File: src/rtl/raquette_pkg.sv
// raquette_pkg: shared definitions for the paddle position controller.
//   dir_t       : motion encoding driven on the dir output
//                 (00 idle, 01 left, 10 right)
//   SCREEN_W,
//   PAD_W,
//   POS_W       : default playfield geometry
//   center_pos(): left-edge X that centres the paddle in the playfield
package raquette_pkg;

  localparam int SCREEN_W = 640;
  localparam int PAD_W    = 80;
  localparam int POS_W    = 11;

  typedef enum logic [1:0] {
    DIR_IDLE  = 2'b00,
    DIR_LEFT  = 2'b01,
    DIR_RIGHT = 2'b10
  } dir_t;

  function automatic int center_pos(input int screen_w, input int pad_w);
    return (screen_w - pad_w) / 2;
  endfunction

endpackage

File: src/rtl/raquette_pos_ctrl_btn_debounce.sv
// btn_debounce: 2-FF synchronizer followed by a debounce counter for one
// active-low push-button.
//   clk, reset_n : system clock, asynchronous active-low reset
//   btn_n        : raw button level, asynchronous, active-low
//   pressed      : debounced press, active-high
// The debounced level only flips after the synchronized input has
// disagreed with it for DEBOUNCE_CYC consecutive cycles; any cycle of
// agreement restarts the count.
module btn_debounce
  import raquette_pkg::*;
#(
  parameter int DEBOUNCE_CYC = 500000
) (
  input  logic clk,
  input  logic reset_n,
  input  logic btn_n,
  output logic pressed
);

  localparam int CNT_W = (DEBOUNCE_CYC < 2) ? 1 : $clog2(DEBOUNCE_CYC + 1);
  localparam logic [CNT_W-1:0] CNT_LAST = CNT_W'(DEBOUNCE_CYC - 1);

  logic             sync1_reg;
  logic             sync2_reg;
  logic             state_n_reg;  // debounced level, active-low like the input
  logic [CNT_W-1:0] cnt_reg;

  always_ff @(posedge clk or negedge reset_n) begin
    if (!reset_n) begin
      sync1_reg   <= 1'b1;
      sync2_reg   <= 1'b1;
      state_n_reg <= 1'b1;
      cnt_reg     <= '0;
    end else begin
      sync1_reg <= btn_n;
      sync2_reg <= sync1_reg;
      if (sync2_reg == state_n_reg) begin
        cnt_reg <= '0;
      end else if (cnt_reg == CNT_LAST) begin
        // this is the DEBOUNCE_CYC-th consecutive cycle of disagreement
        state_n_reg <= sync2_reg;
        cnt_reg     <= '0;
      end else begin
        cnt_reg <= cnt_reg + 1'b1;
      end
    end
  end

  assign pressed = ~state_n_reg;

endmodule

File: src/rtl/raquette_pos_ctrl.sv
// raquette_pos_ctrl: paddle position controller for the brick-breaker game.
//   clk, reset_n     : 50 MHz clock, asynchronous active-low reset
//   btn_left_n,
//   btn_right_n      : raw KEY inputs, asynchronous, active-low
//   frame_tick       : one-cycle pulse per video frame
//   center           : one-cycle recenter request (wins over frame_tick)
//   pos_raquette     : registered paddle left-edge X, clamped to
//                      [0, SCREEN_W-PAD_W]
//   dir              : registered motion state (00 idle, 01 left, 10 right)
// Optional feature macro: RAQUETTE_ACCEL_EN -- when defined the step grows
// by one pixel every RAMP_FRAMES moving frames, up to SPEED_MAX; when
// undefined the step is fixed at SPEED_MIN.
module raquette_pos_ctrl #(
  parameter int SCREEN_W     = raquette_pkg::SCREEN_W,
  parameter int PAD_W        = raquette_pkg::PAD_W,
  parameter int POS_W        = raquette_pkg::POS_W,
  parameter int DEBOUNCE_CYC = 500000,
  parameter int SPEED_MIN    = 2,
  parameter int SPEED_MAX    = 8,
  parameter int RAMP_FRAMES  = 4
) (
  input  logic             clk,
  input  logic             reset_n,
  input  logic             btn_left_n,
  input  logic             btn_right_n,
  input  logic             frame_tick,
  input  logic             center,
  output logic [POS_W-1:0] pos_raquette,
  output logic [1:0]       dir
);

  import raquette_pkg::*;

  if (RAMP_FRAMES < 1 || SPEED_MAX < SPEED_MIN) begin : g_bad_cfg
    $error("raquette_pos_ctrl: RAMP_FRAMES must be >= 1 and SPEED_MAX >= SPEED_MIN");
  end

  localparam logic [POS_W-1:0] CENTER_POS = POS_W'(center_pos(SCREEN_W, PAD_W));
  localparam logic [POS_W-1:0] MAX_POS    = POS_W'(SCREEN_W - PAD_W);
  localparam logic [POS_W-1:0] SPEED_LO   = POS_W'(SPEED_MIN);

  // ---------------------------------------------------------------- buttons
  logic left_pressed;
  logic right_pressed;

  btn_debounce #(.DEBOUNCE_CYC(DEBOUNCE_CYC)) u_deb_left (
    .clk     (clk),
    .reset_n (reset_n),
    .btn_n   (btn_left_n),
    .pressed (left_pressed)
  );

  btn_debounce #(.DEBOUNCE_CYC(DEBOUNCE_CYC)) u_deb_right (
    .clk     (clk),
    .reset_n (reset_n),
    .btn_n   (btn_right_n),
    .pressed (right_pressed)
  );

  // ---------------------------------------------------------------- FSM
  dir_t state_reg;
  dir_t state_next;
  logic state_change;

  always_ff @(posedge clk or negedge reset_n) begin
    if (!reset_n) state_reg <= DIR_IDLE;
    else          state_reg <= state_next;
  end

  always_comb begin
    state_next = DIR_IDLE;
    if (left_pressed && !right_pressed)      state_next = DIR_LEFT;
    else if (right_pressed && !left_pressed) state_next = DIR_RIGHT;
  end

  assign state_change = (state_next != state_reg);
  assign dir          = state_reg;

  // ---------------------------------------------------------------- speed
  logic [POS_W-1:0] speed;

`ifdef RAQUETTE_ACCEL_EN
  localparam int RAMP_W = (RAMP_FRAMES < 2) ? 1 : $clog2(RAMP_FRAMES);
  localparam logic [RAMP_W-1:0] RAMP_LAST = RAMP_W'(RAMP_FRAMES - 1);
  localparam logic [POS_W-1:0]  SPEED_HI  = POS_W'(SPEED_MAX);

  logic [POS_W-1:0]  speed_reg;
  logic [RAMP_W-1:0] frame_cnt_reg;

  // The move in a tick cycle reads speed_reg before this block updates it,
  // so a ramp step or a state-change reset only affects later frames.
  always_ff @(posedge clk or negedge reset_n) begin
    if (!reset_n) begin
      speed_reg     <= SPEED_LO;
      frame_cnt_reg <= '0;
    end else if (center || state_change) begin
      speed_reg     <= SPEED_LO;
      frame_cnt_reg <= '0;
    end else if (frame_tick && state_reg != DIR_IDLE) begin
      if (frame_cnt_reg == RAMP_LAST) begin
        frame_cnt_reg <= '0;
        if (speed_reg < SPEED_HI) speed_reg <= speed_reg + 1'b1;
      end else begin
        frame_cnt_reg <= frame_cnt_reg + 1'b1;
      end
    end
  end

  assign speed = speed_reg;
`else
  assign speed = SPEED_LO;
`endif

  // ---------------------------------------------------------------- position
  logic [POS_W-1:0] pos_reg;
  logic [POS_W-1:0] pos_next;
  logic [POS_W:0]   pos_sum;  // one spare bit so the right-move sum cannot wrap

  assign pos_sum = {1'b0, pos_reg} + {1'b0, speed};

  always_comb begin
    pos_next = pos_reg;
    if (center) begin
      pos_next = CENTER_POS;
    end else if (frame_tick) begin
      case (state_reg)
        DIR_LEFT:  pos_next = (pos_reg >= speed) ? (pos_reg - speed) : '0;
        DIR_RIGHT: pos_next = (pos_sum > {1'b0, MAX_POS}) ? MAX_POS
                                                          : pos_sum[POS_W-1:0];
        default:   pos_next = pos_reg;
      endcase
    end
  end

  always_ff @(posedge clk or negedge reset_n) begin
    if (!reset_n) pos_reg <= CENTER_POS;
    else          pos_reg <= pos_next;
  end

  assign pos_raquette = pos_reg;

endmodule

File: config.mk
export PLATFORM = sky130hd
export DESIGN_NAME = raquette_pos_ctrl
export DESIGN_NICKNAME = d
export VERILOG_FILES = /design/src/rtl/raquette_pkg.sv /design/src/rtl/raquette_pos_ctrl_btn_debounce.sv /design/src/rtl/raquette_pos_ctrl.sv
export SDC_FILE = /design/constraint.sdc
export NUM_CORES = 1
export LEC_CHECK = 0
export BUFFER_PORTS_ARGS = -buffer_cell sky130_fd_sc_hd__buf_2
export CAP_MARGIN = 10
export CORE_MARGIN = 4
export CORE_UTILIZATION = 60
export DETAILED_ROUTE_END_ITERATION = 10
export MAX_ROUTING_LAYER = met4
export PLACE_DENSITY = 0.79
export SYNTH_ARGS = -nofsm -noshare
export SYNTH_HDL_FRONTEND = slang
export SYNTH_SLANG_ARGS = --single-unit
File: constraint.sdc
create_clock -name clk -period 3.55 [get_ports clk]
set_input_delay 0.71 -clock clk [delete_from_list [all_inputs] [get_ports clk]]
set_output_delay 0.71 -clock clk [all_outputs]
set_load 0.03 [all_outputs]
# --- After elaboration in Yosys (flattened, before gate mapping) ---
# Index checks and enable logic that the tools add are counted.
word_totals:
  ff_bits: 57
  in_bits: 6
  out_inout_bits: 13
classes:
  addsub: 4
  magnitude_cmp: 2
  eq_ne: 6
  n_mux: 11
  bitwise: 4
  n_reduce_logical: 7
op_table:
  columns: ["op", "count"]
  rows:
  - ["$mux W19", 4]
  - ["$mux W11", 4]
  - ["$add A19 B1 Y19 const B", 2]
  - ["$eq A19 B19 Y1 const B", 2]
  - ["$pmux W11 S2", 1]
  - ["$add A11 B2 Y12 const B", 1]
  - ["$gt A12 B10 Y1 const B", 1]
  - ["$ge A11 B2 Y1 const B", 1]
  - ["$sub A11 B2 Y11 const B", 1]
  - ["$reduce_and A2 Y1", 3]
  - ["$mux W2", 2]
  - ["$not A1 Y1", 4]
  - ["$reduce_bool A3 Y1", 1]
  - ["$eq A1 B1 Y1", 2]
  - ["$eq A2 B1 Y1 const B", 1]
  - ["$eq A2 B2 Y1 const B", 1]
  - ["$logic_and A1 B1 Y1", 2]
  - ["$reduce_bool A2 Y1", 1]

# --- Depth between registers and ports, before layout ---
# Gate-level depths: netlist of the first run.
depth:
  ltp_word: 6
  mapped_depth: 9
  depth_no_buf: 8

# --- By module ---
# Synthesis of the first run repeated with hierarchy kept, for this count alone.
unflattened:
  cells_unflattened: 354
  hier_area_um2: 3293.2
modules_own_cells:
  columns: ["module", "n_inst", "cells_per_inst", "area_each_um2", "seq_area_each_um2"]
  rows:
  - ["btn_debounce", 2, 106, 1087.3, 554.3]
  - ["raquette_pos_ctrl", 1, 142, 1118.6, 304.0]

# --- Least setup slack after synthesis of the first run ---
# No wires, ideal clock.
synth_timing:
  path_kind: "flip-flop to flip-flop"
  from: "reg pos_reg[1], in the netlist pos_raquette[1]"
  to: "reg pos_reg[3], in the netlist pos_raquette[3]"
  arrival_time_ps: 2516
  t_required_ps: 3473
  slack_ps: 958
  stages_incl_launch_ff: 10
  path_cell_list: "dfrtp_1 > buf_2 > inv_1 > ha_1 > or4b_4 > nor4b_4 > a21oi_2 > a2111oi_1 > a211oi_1 > a21o_1"
synth_via:
  elab_chain_len: 6
  word_cells_on_any_way: 9
synth_rtl:
  columns: ["item", "line", "text"]
  rows:
  - ["start: declaration", "raquette_pos_ctrl.sv:115", "logic [POS_W-1:0] pos_reg;"]
  - ["start signal: assignment", "raquette_pos_ctrl.sv:137", "else pos_reg <= pos_next;"]
  - ["$add A11 B2 Y12", "raquette_pos_ctrl.sv:119", "assign pos_sum = {1'b0, pos_reg} + {1'b0, speed};"]
  - ["$gt A12 B10 Y1", "raquette_pos_ctrl.sv:128", "DIR_RIGHT: pos_next = (pos_sum > {1'b0, MAX_POS}) ? MAX_POS"]
  - ["$mux W11", "raquette_pos_ctrl.sv:128", null]
  - ["$pmux W11 S2 *", "raquette_pos_ctrl.sv:126", "case (state_reg)"]
  - ["$mux W11 *", "raquette_pos_ctrl.sv:125", "end else if (frame_tick) begin"]
  - ["$mux W11 *", "raquette_pos_ctrl.sv:123", "if (center) begin"]
# Mark *: on every way between the ends. The rest lies on a longest branch, timed or not. The select of a mux whose other input is x is not followed.
# A chain may end at the register's enable or synchronous reset.

# --- Worst setup path in the final report of the first run ---
layout_timing:
  from: "reg pos_reg[1], in the netlist pos_raquette[1]"
  to: "reg pos_reg[7], in the netlist pos_raquette[7]"
# Same word-level chain as after synthesis.

==> results of run 1 <==
cells in the final DEF, fill, tap and decap left out, types with 3 or more instances in the layout:
cell type and n:
a31oi_1 4, ha_1 5, clkbuf_8 5, a211oi_1 4, inv_1 10, buf_2 17
a21oi_1 8, xor2_1 20, dfstp_2 9, and3_1 9, o211ai_1 3, nand2_1 23
nand3_1 21, nor3b_1 4, nor3_1 8, o21a_1 5, nor4_1 5, o21ai_0 9
nor2_1 55, and4_1 5, dfrtp_1 47, xnor2_1 17, nand4_1 7, nor2b_1 4
metrics by stage:
step | area [um^2] | utilization, % | hold WS [ns]
finish | 3352 | 65.63 | 0.3630
floorplan | 3149 | - | 0.3452
global placement | 3256 | 63.74 | 0.3455
CTS | 3352 | 65.63 | 0.3635
global route | 3352 | 65.63 | 0.3715
detailed placement | 3256 | 63.74 | 0.3476
power breakdown:
part,internal (mW),switching (mW),leakage [nW]
Sequential,0.647,0.00676,0.746
Combinational,0.0103,0.0286,0.601
Clock,0.145,0.221,0.0463
Total,0.803,0.256,1.39
routing by layer:
| metal | track usage (%) | share of wire [%] | vias to the layer above |
|---|---|---|---|
| met5 | - | 0 | - |
| met4 | 6.926 | 1.8 | 0 |
| met3 | 5.381 | 5.7 | 10 |
| met2 | 34.02 | 48 | 75 |
| met1 | 30.38 | 45 | 1195 |
| li1 | - | - | 1207 |
how the worst min path moves through the flow:
stage                                  to  slack [ns]             startpoint
finish              u_deb_right.sync2_reg        0.36  u_deb_right.sync1_reg
floorplan            u_deb_left.sync2_reg        0.35   u_deb_left.sync1_reg
global route         u_deb_left.sync2_reg        0.37   u_deb_left.sync1_reg
CTS                 u_deb_right.sync2_reg        0.36  u_deb_right.sync1_reg
detailed placement  u_deb_right.sync2_reg        0.35  u_deb_right.sync1_reg
global placement    u_deb_right.sync2_reg        0.35  u_deb_right.sync1_reg
layout make-up:
class                           count  area [um^2]
Fill cell                         439         1755
Clock inverter                      3        27.53
Timing Repair Buffer               19        100.1
Sequential cell                    56         1413
Tap cell                           70        87.58
Inverter                           10        37.54
Multi-Input combinational cell    256         1618
Clock buffer                        5        68.82
cell families after synthesis:
group	after synthesis	share of synthesized area [%]
adder cells (fa/ha/maj)	5	1.986
AO/OA/AOI/OAI	53	11.80
other	1	0.1191
flip-flops	56	44.86
multiplexers	3	1.430
AND/OR/NAND/NOR	157	25.74
XOR/XNOR	37	10.29
buffers and inverters	24	3.774
worst max-delay path: cells and delay by family, from the launching register on:
kind                       cells  cell delay, ns
AOI/OAI and AO/OA              4            1.24
DFF                            1            0.56
adders and majority gates      1            0.45
and+or+nand+nor                2            0.29
==> results.md, run 1 <==
* Total number of vias at ~2,500
* CORE AREA at just over 0.005 mm^2
* Resize count post-CTS at 0
* FF+latch count, synth at 56
* Io pins at 19
* Hold Vio Cnt, Final at 0
* RR Endpoint: pos_raquette[7]
* Fin. max-slew vios at 0
* Worst Setup SP: pos_raquette[1]
* Fin worst setup slack at slightly below 0.9 ns
* Setup Crit Path Kind: reg -> reg
* Hold buffers post-CTS at 0
* Top FF cell, synth: dfrtp_1
* R2r worst-path depth at 7
* DRT antenna net count at 0
* Total die area at roughly 0.0065 mm^2
* CP Data Required Time at between 3 and 4 ns
* Worst skew pair latency at between 0.3 and 0.4 ns
* Area grow syn2layout at 6.436%
* RSZ-0062 raised after global routing: false
* Share of cells above drive strength 1 at 14.04%
* R2R Setup Slk at approximately 0.9 ns
* Synth top area share at 37.35%
* Total CTS buffers at 5
* Synthesized area per cell at around 9.4 um^2
* Final setup TNS at 0 ns
* Crit path launch type: flop
* # Post-CTS Setup Buffers at 0
* Starting density of the core at 61.66%
* Iteration-0 DRC Markers at approximately 260
* Clock Skew at between 0.004 and 0.005 ns
* GP Congestion at a little under 1
* Slowest-stage cell, CP: a31oi_1
* Layout Nets at ~360
* Tightest Pin Transition at between 0.6 and 0.7 ns
* Crit end category: flop
* Synth cell count leaders: nor2_1, dfrtp_1, nand2_1
* HP Class: reg -> reg
* Syn Nets at ~350
* Number of synthesized flops with an enable pin at 0
* Tot GR Track Use at a little under a quarter
* Via count of the first global-routing pass at 2,359
* CP arrival at 2.87 ns
* Cells after DPL at a little over 400
* Final Cycle Share at around three quarters
* Routed vias/inst at between 5 and 6
* Post-synthesis sequential area ratio at approximately 45%
* Drt total wl at approximately 6.2 mm
* Die width at around 80 um
* Worst Hold Path Cells at 0
* Asr flop ratio synth at 100.0%
* CTS H-tree depth at 2
* CTS root buf: clkbuf_8
* # diodes at 0
* Clock tree sinks at 56
* Setup violations, final at 0
* Total Power at 1.060 mW
* P_leak at approximately 1.4 nW
* DP HPWL at ~4.4 mm
* RR Startpoint: pos_raquette[1]
* Largest cells by area after synthesis: dfrtp_1, dfstp_2, nor2_1
* Total number of yosys warnings at 0
* F_max at around 370 MHz
* Largest net degree at the start of global routing at 32
* Pwr Density at roughly 320 mW/mm^2
* PortBufs at 17
* DR pass1 iterations at 4
* CP max FO at 12
* Yosys cell types at 57
* Crit path to: pos_raquette[7]
* Most common cell in the netlist: nor2_1
* Largest area contributor in the netlist: dfrtp_1
* Synth Instances at 336
* Final std cells w/o fill at 419
* Row count at 26
* Rel. slew slack at between 50% and 60%
* CTS tree: done
* Shortest period the worst path allows at 2.667 ns
* CTS clk-pin slew, worst paths at approximately 0.1 ns
* Max clock buf depth at 2
* CP max stage delay at roughly 0.57 ns
* Synthesized area at between 0.003 and 0.004 mm^2
* Die Y at 80.45 um
* # DRC at 0
* VDD IR-drop max at 0.0002446 V
* First-pass GRT wire length at ~11 mm
* Max_cap viols at 0
* Setup WS pre-CTS at roughly 0.94 ns
* Outcome: finished, final reports clean
* WL/cell at around 15 um
* GRT overflow at 0
* Antenna violations before repair at 0
* CP cell instances: ha_1 > nand3_1 > a211oi_1 > a221oi_1 > a31oi_1 > nor3_1 > a211o_1
(Power assumes the default switching activity.)
==> run 2: changes to the inputs <==
clock period = 2.5 ns   (was 3.55 ns; I/O delays follow)
==> results.md, run 2 (synthesized netlist as in run 1, its figures left out) <==
* Clock power share at 34.8% (was 34.6%)
* CP cell instances: inv_1 > ha_2 > or4b_4 > nor4b_4 > buf_4 > a31oi_4 > o21ai_4 > nor3_1 > a211o_1 (was ha_1 > nand3_1 > a211oi_1 > a221oi_1 > a31oi_1 > nor3_1 > a211o_1)
* PortBufs at 17 (unchanged)
* Tightest Pin Transition at 0.6382 ns (was 0.6753 ns)
* Max clock buf depth at 2 (unchanged)
* CTS tree: done (unchanged)
* Via count of the first global-routing pass at 2,362 (was 2,359)
* Largest net degree at the start of global routing at 30 (was 32)
* R2r worst-path depth at 9 (was 7)
* # diodes at 0 (unchanged)
* Antenna violations before repair at 0 (unchanged)
* Shortest period the worst path allows at 2.426 ns (was 2.667 ns)
* VDD IR-drop max at 0.0004298 V (was 0.0002446 V)
* Clock Skew at 0.01058 ns (was 0.004949 ns)
* Pwr Density at 429.5 mW/mm^2 (was 316.1 mW/mm^2)
* CP arrival at 2.64 ns (was 2.87 ns)
* Max_cap viols at 0 (unchanged)
* CTS H-tree depth at 2 (unchanged)
* Most Used Layer, Global Route: met2 (unchanged)
* Tot GR Track Use at 22.65% (was 22.55%)
* RR Startpoint: pos_raquette[1] (unchanged)
* Worst path depth at 9 (was 7)
* Worst skew pair latency at 0.31 ns (about the same)
* Starting density of the core at 61.66% (unchanged)
* Routed vias/inst at 5.860 (was 5.936)
* CORE AREA at 0.005107 mm^2 (unchanged)
* Sw Ratio at 24.20% (was 24.21%)
* Worst Setup SP: pos_raquette[1] (unchanged)
* Io pins at 19 (unchanged)
* R2R Setup Slk at 0.07 ns (was 0.88 ns)
* # DRC at 0 (unchanged)
* P_sw at 0.3665 mW (was 0.2565 mW)
* Die Y at 80.45 um (unchanged)
* Combinational power share at 3.9% (was 3.7%)
* RR Endpoint: pos_raquette[7] (unchanged)
* Crit path to: pos_raquette[7] (unchanged)
* Commonest non-fill, non-tap cells in the layout: nor2_1, dfrtp_1, nand2_1 (unchanged)
* Global routing met1 resource utilization at 32.65% (was 30.38%)
* CP Data Required Time at 2.71 ns (was 3.76 ns)
* Commonest non-fill, non-tap cell in the layout: nor2_1 (unchanged)
* Total die area at 0.006472 mm^2 (unchanged)
* Worst path bufs/invs at 2 (was 0)
* HP Class: in -> async (was reg -> reg)
* Largest delay share family, worst path: simple AND/OR/NAND/NOR gates (was compound AO/OA/AOI/OAI gates)
* Setup violations, final at 0 (unchanged)
* DR pass1 iterations at 4 (unchanged)
* Iteration-0 DRC Markers at 246 (was 258)
* CTS root buf: clkbuf_8 (unchanged)
* Fin. max-slew vios at 0 (unchanged)
* GRT overflow at 0 (unchanged)
* Fin worst setup slack at 0.07392 ns (was 0.8830 ns)
* Cells after DPL at 422 (was 411)
* Share of cells above drive strength 1 at 19.67% (was 14.04%)
* Row count at 26 (unchanged)
* Final Cycle Share at 97.04% (was 75.13%)
* First-pass GRT wire length at 11.21 mm (was 11.05 mm)
* Met3 Use GR at 3.587% (was 5.381%)
* Slowest-stage cell, CP: or4b_4 (was a31oi_1)
* Total CTS buffers at 5 (unchanged)
* F_max at 412.2 MHz (was 375.0 MHz)
* Die width at 80.45 um (unchanged)
* Layout Nets at 376 (was 359)
* P_leak at 1.486 nW (was 1.394 nW)
* Rel. slew slack at 57.46% (was 54.98%)
* Outcome: finished, final reports clean (unchanged)
* Clock tree sinks at 56 (unchanged)
* DP HPWL at 4.735 mm (was 4.439 mm)
* Final std cells w/o fill at 436 (was 419)
* Area grow syn2layout at 11.96% (was 6.436%)
* Pint at 1.148 mW (was 0.8030 mW)
* Setup WS pre-CTS at 0.08464 ns (was 0.9363 ns)
* Hold Vio Cnt, Final at 0 (unchanged)
* CTS clk-pin slew, worst paths at 0.10 ns (about the same)
* Crit path launch type: flop (unchanged)
* GP Congestion at 0.8993 (was 0.9699)
* Drt total wl at 6.561 mm (was 6.163 mm)
* CP max stage delay at 0.50 ns (was 0.57 ns)
* Setup Crit Path Kind: reg -> reg (unchanged)
* Flop pwr share at 61.4% (was 61.7%)
* Total number of vias at 2,555 (was 2,487)
* Crit end category: flop (unchanged)
* CP max FO at 8 (was 12)
* Grt met2 use at 32.70% (was 34.02%)
* DRT antenna net count at 0 (unchanged)
* Fin util at 69.03% (was 65.63%)
* WL/cell at 15.05 um (was 14.71 um)
==> run 2: layout make-up <==
cell class | count | area, um^2
repair buffers | 36 | 240.2
clock inverters | 3 | 28.78
clock buffers | 5 | 68.82
inverters | 10 | 37.54
flip-flops and latches | 56 | 1415
well taps | 70 | 87.58
fillers | 408 | 1582
multi-input cells | 256 | 1648
==> run 2: power groups by stage <==
stage | sequential, mW | clock (mW) | combinational, mW
5_1_grt | 0.932 | 0.588 | 0.0702
2_1_floorplan | 0.944 | 0 | 0.0296
3_3_place_gp | 0.946 | 0 | 0.0579
3_5_place_dp | 0.946 | 0 | 0.0596
4_1_cts | 0.930 | 0.552 | 0.0606
6_report | 0.929 | 0.527 | 0.0584
==> run 2: worst min-delay path by stage <==
stage / slack, ns / cells past startpoint / end
after floorplan: 0.20 / 0 / dir[0]
after global placement: 0.35 / 0 / u_deb_right.sync2_reg
after detailed placement: 0.35 / 0 / u_deb_left.sync2_reg
after CTS: 0.20 / 1 / u_deb_left.cnt_reg[7]
after global routing: 0.22 / 1 / u_deb_left.cnt_reg[1]
final: 0.19 / 1 / u_deb_left.cnt_reg[7]
==> run 2: layer usage <==
layer | vias to the layer above | routed length, um
met1 | 1224 | 3067
met2 | 72 | 3038
met3 | 19 | 283
li1 | 1240 | -
met5 | - | 0
met4 | 0 | 172
==> run 2: repair_timing <==
action	CTS	global route
setup buffers	0	6
hold buffers	0	0
setup endpoints to repair	0	5
resized for setup	0	4
==> run 2: per-stage QoR <==
stage | cell area (um^2) | power [mW] | setup TNS, ns | hold slack, ns
floorplan | 3171 | 0.9740 | -0.0008393 | 0.2044
global placement | 3366 | 1.003 | 0 | 0.3457
detailed placement | 3366 | 1.006 | 0 | 0.3499
CTS | 3463 | 1.542 | 0 | 0.2038
global route | 3526 | 1.590 | -0.06038 | 0.2192
finish | 3526 | 1.514 | 0 | 0.1935
